### src/rtl/lob_pkg.sv
// Shared types and constants for the limit-order-book query engine.
// Contents: side encodings, order-table entry struct, FSM state enum,
// the power-on DEFAULT_BOOK contents and a helper returning the preload
// value for any table index (entries past the default list are invalid).
package lob_pkg;

  localparam int LOB_W = 16;

  localparam logic SIDE_BID = 1'b0;
  localparam logic SIDE_ASK = 1'b1;

  typedef struct packed {
    logic             valid;
    logic             side;
    logic [LOB_W-1:0] size;
    logic [LOB_W-1:0] limit;
  } order_entry_t;

  typedef enum logic [1:0] {
    ST_IDLE,
    ST_SCAN,
    ST_FINISH
  } state_t;

  localparam int DEFAULT_N = 4;

  localparam order_entry_t DEFAULT_BOOK [DEFAULT_N] = '{
    '{1'b1, SIDE_BID, 16'd1,  16'd1},
    '{1'b1, SIDE_BID, 16'd4,  16'd1},
    '{1'b1, SIDE_ASK, 16'd7,  16'd1},
    '{1'b1, SIDE_BID, 16'd10, 16'd2}
  };

  function automatic order_entry_t default_entry(int unsigned i);
    if (i < DEFAULT_N) return DEFAULT_BOOK[i[1:0]];
    return '0;
  endfunction

endpackage

### src/rtl/get_volume_at_limit_if.sv
// Query bus for get_volume_at_limit.
// Signals: start/side/limit (query request), volume/done (result),
// and, when BOOK_WRITE_EN is defined, the wr_* order-table write port.
// master = requester side, slave = the query engine.
interface get_volume_at_limit_if #(
  parameter int W  = 16,
  parameter int AW = 4
);
  logic         start;
  logic         side;
  logic [W-1:0] limit;
  logic [W-1:0] volume;
  logic         done;
`ifdef BOOK_WRITE_EN
  logic          wr_en;
  logic [AW-1:0] wr_addr;
  logic          wr_valid;
  logic          wr_side;
  logic [W-1:0]  wr_size;
  logic [W-1:0]  wr_limit;

  modport master (output start, side, limit, wr_en, wr_addr, wr_valid,
                         wr_side, wr_size, wr_limit,
                  input  volume, done);
  modport slave  (input  start, side, limit, wr_en, wr_addr, wr_valid,
                         wr_side, wr_size, wr_limit,
                  output volume, done);
`else
  modport master (output start, side, limit, input volume, done);
  modport slave  (input start, side, limit, output volume, done);
`endif
endinterface

### src/rtl/lob_order_table.sv
// Order table: DEPTH register entries {valid, side, size, limit},
// preloaded from DEFAULT_BOOK on synchronous reset, read combinationally
// by rd_idx. Optional write port (macro BOOK_WRITE_EN): wr_en writes
// entry[wr_addr] at the clock edge; the caller qualifies wr_en.
// Ports: clk, rst, [wr_en, wr_addr, wr_valid, wr_side, wr_size, wr_limit],
// rd_idx, rd_valid, rd_side, rd_size, rd_limit.
module lob_order_table
  import lob_pkg::*;
#(
  parameter int DEPTH = 16,
  parameter int W     = LOB_W,
  parameter int AW    = $clog2(DEPTH)
) (
  input  logic          clk,
  input  logic          rst,
`ifdef BOOK_WRITE_EN
  input  logic          wr_en,
  input  logic [AW-1:0] wr_addr,
  input  logic          wr_valid,
  input  logic          wr_side,
  input  logic [W-1:0]  wr_size,
  input  logic [W-1:0]  wr_limit,
`endif
  input  logic [AW-1:0] rd_idx,
  output logic          rd_valid,
  output logic          rd_side,
  output logic [W-1:0]  rd_size,
  output logic [W-1:0]  rd_limit
);

  logic [DEPTH-1:0]        valid_q;
  logic [DEPTH-1:0]        side_q;
  logic [DEPTH-1:0][W-1:0] size_q;
  logic [DEPTH-1:0][W-1:0] limit_q;

  order_entry_t dflt [DEPTH];

  for (genvar g = 0; g < DEPTH; g++) begin : g_dflt
    assign dflt[g] = default_entry(g);
  end

  always_ff @(posedge clk) begin
    if (rst) begin
      for (int i = 0; i < DEPTH; i++) begin
        valid_q[i] <= dflt[i].valid;
        side_q[i]  <= dflt[i].side;
        size_q[i]  <= W'(dflt[i].size);
        limit_q[i] <= W'(dflt[i].limit);
      end
    end
`ifdef BOOK_WRITE_EN
    else if (wr_en) begin
      valid_q[wr_addr] <= wr_valid;
      side_q[wr_addr]  <= wr_side;
      size_q[wr_addr]  <= wr_size;
      limit_q[wr_addr] <= wr_limit;
    end
`endif
  end

  assign rd_valid = valid_q[rd_idx];
  assign rd_side  = side_q[rd_idx];
  assign rd_size  = size_q[rd_idx];
  assign rd_limit = limit_q[rd_idx];

endmodule

### src/rtl/get_volume_at_limit.sv
// Order-book volume query. On start (sampled in IDLE) latches side/limit,
// scans the order table one entry per cycle, sums the size of matching
// valid orders with saturation at 2^W-1, then presents the total on volume
// with a one-cycle done pulse (done follows start by DEPTH+1 edges).
// Ports: clk, rst (sync, active-high), bus (get_volume_at_limit_if.slave).
// Macro BOOK_WRITE_EN adds a table write port, honoured only in IDLE.
module get_volume_at_limit
  import lob_pkg::*;
#(
  parameter int DEPTH = 16,
  parameter int W     = LOB_W
) (
  input  logic                    clk,
  input  logic                    rst,
  get_volume_at_limit_if.slave    bus
);

  localparam int AW = $clog2(DEPTH);

  state_t         state, state_n;
  logic [AW-1:0]  idx, idx_n;
  logic [W-1:0]   acc, acc_n;
  logic [W-1:0]   volume_q, volume_n;
  logic           done_q, done_n;
  logic           q_side, q_side_n;
  logic [W-1:0]   q_limit, q_limit_n;

  logic           rd_valid, rd_side;
  logic [W-1:0]   rd_size, rd_limit;
  logic           match;
  logic [W:0]     sum;

  lob_order_table #(.DEPTH(DEPTH), .W(W), .AW(AW)) u_table (
    .clk      (clk),
    .rst      (rst),
`ifdef BOOK_WRITE_EN
    // Writes land at the IDLE edge, so a same-cycle start scans the new data.
    .wr_en    (bus.wr_en && (state == ST_IDLE)),
    .wr_addr  (bus.wr_addr),
    .wr_valid (bus.wr_valid),
    .wr_side  (bus.wr_side),
    .wr_size  (bus.wr_size),
    .wr_limit (bus.wr_limit),
`endif
    .rd_idx   (idx),
    .rd_valid (rd_valid),
    .rd_side  (rd_side),
    .rd_size  (rd_size),
    .rd_limit (rd_limit)
  );

  assign match = rd_valid && (rd_side == q_side) && (rd_limit == q_limit);
  assign sum   = {1'b0, acc} + {1'b0, rd_size};

  always_comb begin
    state_n   = state;
    idx_n     = idx;
    acc_n     = acc;
    volume_n  = volume_q;
    done_n    = 1'b0;
    q_side_n  = q_side;
    q_limit_n = q_limit;
    unique case (state)
      ST_IDLE: begin
        if (bus.start) begin
          q_side_n  = bus.side;
          q_limit_n = bus.limit;
          acc_n     = '0;
          idx_n     = '0;
          state_n   = ST_SCAN;
        end
      end
      ST_SCAN: begin
        if (match) acc_n = sum[W] ? '1 : sum[W-1:0];
        if (idx == AW'(DEPTH - 1)) state_n = ST_FINISH;
        else                       idx_n   = idx + 1'b1;
      end
      ST_FINISH: begin
        volume_n = acc;
        done_n   = 1'b1;
        state_n  = ST_IDLE;
      end
      default: state_n = ST_IDLE;
    endcase
  end

  always_ff @(posedge clk) begin
    if (rst) begin
      state    <= ST_IDLE;
      idx      <= '0;
      acc      <= '0;
      volume_q <= '0;
      done_q   <= 1'b0;
      q_side   <= 1'b0;
      q_limit  <= '0;
    end else begin
      state    <= state_n;
      idx      <= idx_n;
      acc      <= acc_n;
      volume_q <= volume_n;
      done_q   <= done_n;
      q_side   <= q_side_n;
      q_limit  <= q_limit_n;
    end
  end

  assign bus.volume = volume_q;
  assign bus.done   = done_q;

endmodule

### src/flat_wrapper.sv
// flat-port wrapper written by rule: the top's interface ports become plain ports
module get_volume_at_limit_flat import lob_pkg::*;
#(
  parameter int DEPTH = 16,
  parameter int W     = LOB_W
)
  (clk, rst, bus_start, bus_side, bus_limit, bus_volume, bus_done);
  get_volume_at_limit_if #(.W(W), .AW((4))) bus_i ();
  input  logic clk;
  input  logic rst;
  input wire logic [$bits(bus_i.start)-1:0] bus_start;
  input wire logic [$bits(bus_i.side)-1:0] bus_side;
  input wire logic [$bits(bus_i.limit)-1:0] bus_limit;
  output wire logic [$bits(bus_i.volume)-1:0] bus_volume;
  output wire logic [$bits(bus_i.done)-1:0] bus_done;
  assign bus_i.start = bus_start;
  assign bus_i.side = bus_side;
  assign bus_i.limit = bus_limit;
  assign bus_volume = bus_i.volume;
  assign bus_done = bus_i.done;
  get_volume_at_limit #(.DEPTH(DEPTH), .W(W)) u_core (.clk(clk), .rst(rst), .bus(bus_i));
endmodule
### config.mk
export PLATFORM = sky130hd
export DESIGN_NAME = get_volume_at_limit_flat
export DESIGN_NICKNAME = d
export VERILOG_FILES = /design/src/rtl/lob_pkg.sv /design/src/rtl/get_volume_at_limit_if.sv /design/src/rtl/lob_order_table.sv /design/src/rtl/get_volume_at_limit.sv /design/src/flat_wrapper.sv
export SDC_FILE = /design/constraint.sdc
export NUM_CORES = 1
export LEC_CHECK = 0
export BUFFER_PORTS_ARGS = -buffer_cell sky130_fd_sc_hd__buf_2
export CORE_UTILIZATION = 60
export CTS_CLUSTER_SIZE = 24
export DETAILED_ROUTE_END_ITERATION = 12
export MAX_ROUTING_LAYER = met4
export PLACE_DENSITY = 0.81
export SLEW_MARGIN = 20
export SYNTH_ARGS = -nofsm -noshare
export SYNTH_HDL_FRONTEND = slang
export SYNTH_HIERARCHICAL = 1
export SYNTH_SLANG_ARGS = --single-unit
### constraint.sdc
create_clock -name clk -period 7.25 [get_ports clk]
set_input_delay 0 -clock clk [delete_from_list [all_inputs] [get_ports clk]]
set_output_delay 0 -clock clk [all_outputs]
set_load 0.02 [all_outputs]
==> impl_metrics.json <==
{
  "largest_net_degree_at_the_start_of_global_routing": 58,
  "num_io_pins": 37,
  "proportion_of_synthesized_flip_flops_having_asynchronous_set_or_reset_pct": 0,
  "crit_path_max_incr_delay_ps": 700,
  "fmax_ghz": 0.344,
  "final_core_utilization_pct": 70.0,
  "drc_errors": 0,
  "fin_crit_ps": 2910,
  "finalNetCount": 486,
  "power_per_cell_area_nw_per_um2": 157,
  "grt_remaining_overflow": 0,
  "netlist-cell-type-count": 58,
  "synth_enable_flop_cells": 0,
  "totalNegativeSetupSlack_ps": 0,
  "postRouteAntennaNets": 0,
  "number_of_post_cts_setup_repair_buffers": 0,
  "gpl_congestion": 0.878,
  "synthesis.area_um2": 3330,
  "num_antenna_cells": 0,
  "tightestPinTransition_ps": 993,
  "worstReg2RegEnd": "u_core/acc[0]",
  "vias_per_cell": 5.39,
  "peakVddDrop_mv": 0.0930,
  "routed_wl_um": 6620,
  "clock_insertion_delay_at_the_later_pin_of_the_skew_report_ps": 310,
  "maxCapViolations": 0,
  "synth-seq-area-share_pct": 33.7,
  "postSynthCellCount": 405,
  "worstPathCellList": "ha_1, nor3b_1, xnor2_1, nand4_1, nor3_1, nand4b_1, a221oi_1",
  "hold-path-cell-count": 2,
  "groute.usage.overall_pct": 24.0,
  "ys_top_cells_by_count": "sky130_fd_sc_hd__nand2_1 (93), sky130_fd_sc_hd__dfxtp_1 (56), sky130_fd_sc_hd__a21oi_1 (51)",
  "min_period_over_period_pct": 40.1,
  "clk_pin_slew_worst_paths_ps": 100,
  "yosys_register_bits": 56,
  "tritoncts_clock_tree": "built",
  "post_synth_main_area_contributors": "sky130_fd_sc_hd__dfxtp_1 (34%), sky130_fd_sc_hd__nand2_1 (10%), sky130_fd_sc_hd__a21oi_1 (7.7%)",
  "reg2reg_depth": 7,
  "regToRegStartpoint": "u_core/idx[0]",
  "drtIter0Drc": 163,
  "portion_of_synthesized_cell_area_occupied_by_the_leading_cell_type_pct": 33.7,
  "critical_path_peak_fanout": 17,
  "critPathRequiredTime_ps": 7450,
  "final_setup_vio_count": 0,
  "top_reg_cell_synth": "sky130_fd_sc_hd__dfxtp_1",
  "place.detailed.hpwl_um": 4590,
  "total_count_of_max_transition_violations_in_the_final_report": 0,
  "wl_per_cell_um": 12.8,
  "area.growth.synth_to_final_pct": 10.1,
  "grt_first_pass_wirelength_um": 11300,
  "min-delay-start": "rst",
  "routed-via-count": 2779,
  "fp.dieW_um": 76.5,
  "slew_headroom_pct": 33.8,
  "die_h_um": 76.5,
  "critical_path.startpoint_type": "flip-flop",
  "cp.arrival_ps": 3110,
  "cts.htree.levels": 2,
  "grt_antenna_before_repair": 0,
  "p_total_mw": 0.576,
  "synth_area_leader_cell": "sky130_fd_sc_hd__dfxtp_1",
  "cts_buffers": 5,
  "row_count": 26,
  "design.core.area_um2": 5240,
  "clkSinkCount": 56,
  "io_buffer_count": 36,
  "worst_clock_skew_ps": 4.07,
  "detailedRoute.firstPassIterationCount": 4,
  "yosysWarnings": 6,
  "slowest_stage": "sky130_fd_sc_hd__nand4b_1",
  "r2r_setup_slack_ps": 4340,
  "post_cts_hold_buffer_count": 17,
  "floorplan.initialDensity_pct": 63.6,
  "cellLeakagePower_nw": 1.51,
  "first_global_vias": 2556,
  "hold_crit_path_type": "in2reg",
  "synth.avg_cell_area_um2": 8.22,
  "rsz0062_at_grt": "no",
  "clock_path_buffers": 2,
  "run_status": "finished, final reports clean",
  "cp-end-kind": "flip-flop",
  "clockRootBuffer": "sky130_fd_sc_hd__clkbuf_8",
  "die_area_um2": 5850,
  "most_numerous_cell_in_the_yosys_netlist": "sky130_fd_sc_hd__nand2_1",
  "fin_worst_hold_slack_ps": 348,
  "hold-path-endpoint": "u_core/bus.done",
  "timing.setup.critical_path_class": "reg2reg",
  "post_route_cells_drive_above_1_share_pct": 13.9,
  "hold_violations": 0,
  "post_cts_resized": 0
}
==> critical path, delay by kind of cell (launching register included) <==
| kind | cells | cell delay, ps |
|---|---|---|
| AOI/OAI and AO/OA | 1 | 540 |
| xor gates and xnor gates | 1 | 220 |
| adders and majority gates | 1 | 210 |
| DFF | 1 | 490 |
| and+or+nand+nor | 4 | 1340 |
==> how the worst max path moves through the flow <==
stage,endpoint,cells past startpoint,from,slack (ps)
2_1_floorplan,u_core/acc[10],11,u_core/idx[0],4660
3_3_place_gp,u_core/acc[0],9,u_core/idx[0],4570
5_1_grt,u_core/acc[0],7,u_core/idx[0],4100
6_report,u_core/acc[0],7,u_core/idx[0],4340
4_1_cts,u_core/acc[0],9,u_core/idx[0],4410
3_5_place_dp,u_core/acc[0],9,u_core/idx[0],4440
==> cell families after synthesis <==
| kind of cell | synth area share, % |
|---|---|
| fa+ha+maj | 8.11 |
| other cells | 0.113 |
| compound gates | 19.0 |
| xor+xnor | 7.89 |
| simple gates | 21.3 |
| flops | 33.7 |
| mux | 0.301 |
| buf+inv | 9.65 |
==> stage by stage <==
| step | instance area, µm² | worst slack [ps] | std cells |
|---|---|---|---|
| after floorplan | 3420 | 4660 | 430 |
| after global placement | 3400 | 4570 | 491 |
| after detailed placement | 3400 | 4440 | 491 |
| after CTS | 3660 | 4410 | 516 |
| after global routing | 3670 | 4100 | 516 |
| final | 3670 | 4340 | 516 |
==> sequential cells by signal, indices dropped and copies added, names as in the netlist <==
| name | flops |
|---|---|
| u_core/bus.done | 1 |
| u_core/acc | 16 |
| u_core/bus.volume | 16 |
| u_core/q_limit | 16 |
| u_core/idx | 4 |
| u_core/q_side | 1 |
| u_core/state | 2 |
==> placed cells by master, fill, tap and decap left out, drive strengths merged, types with 3 or more instances in the layout <==
cell type and count:
ha 20, o211ai 3, nand2 93, nor2 10
xnor2 18, nand3 9, nor3 9, nand2b 4
buf 36, conb 26, nor3b 3, dlygate4sd3 17
a21o 3, and2 3, clkbuf 6, dfxtp 56
nand4 8, xor2 12, a221oi 16, inv 8
a21oi 52
==> per-layer routing <==
metal  vias to the layer above  GRT usage (%)  routed length [µm]
met3                        11           4.31                 243
met2                        71           38.3                3120
met5                         -              -                   0
met4                         0           8.46                  92
met1                      1259           30.5                3160
li1                       1438              -                   -
==> power breakdown <==
group	total (mW)	switching (mW)	internal, mW
Combinational	0.0741	0.0427	0.0314
Clock	0.182	0.103	0.0784
Sequential	0.320	0.00562	0.314
==> cell type report <==
type	count	area [µm²]
tap	70	87.6
clock buffer	6	82.6
inverter	7	26.3
fill	434	1570
clock inverter	2	13.8
timing repair buffer	53	350
sequential	56	1120
multi-input combinational	322	1990
Note: power is estimated with default switching activity, not from simulation.
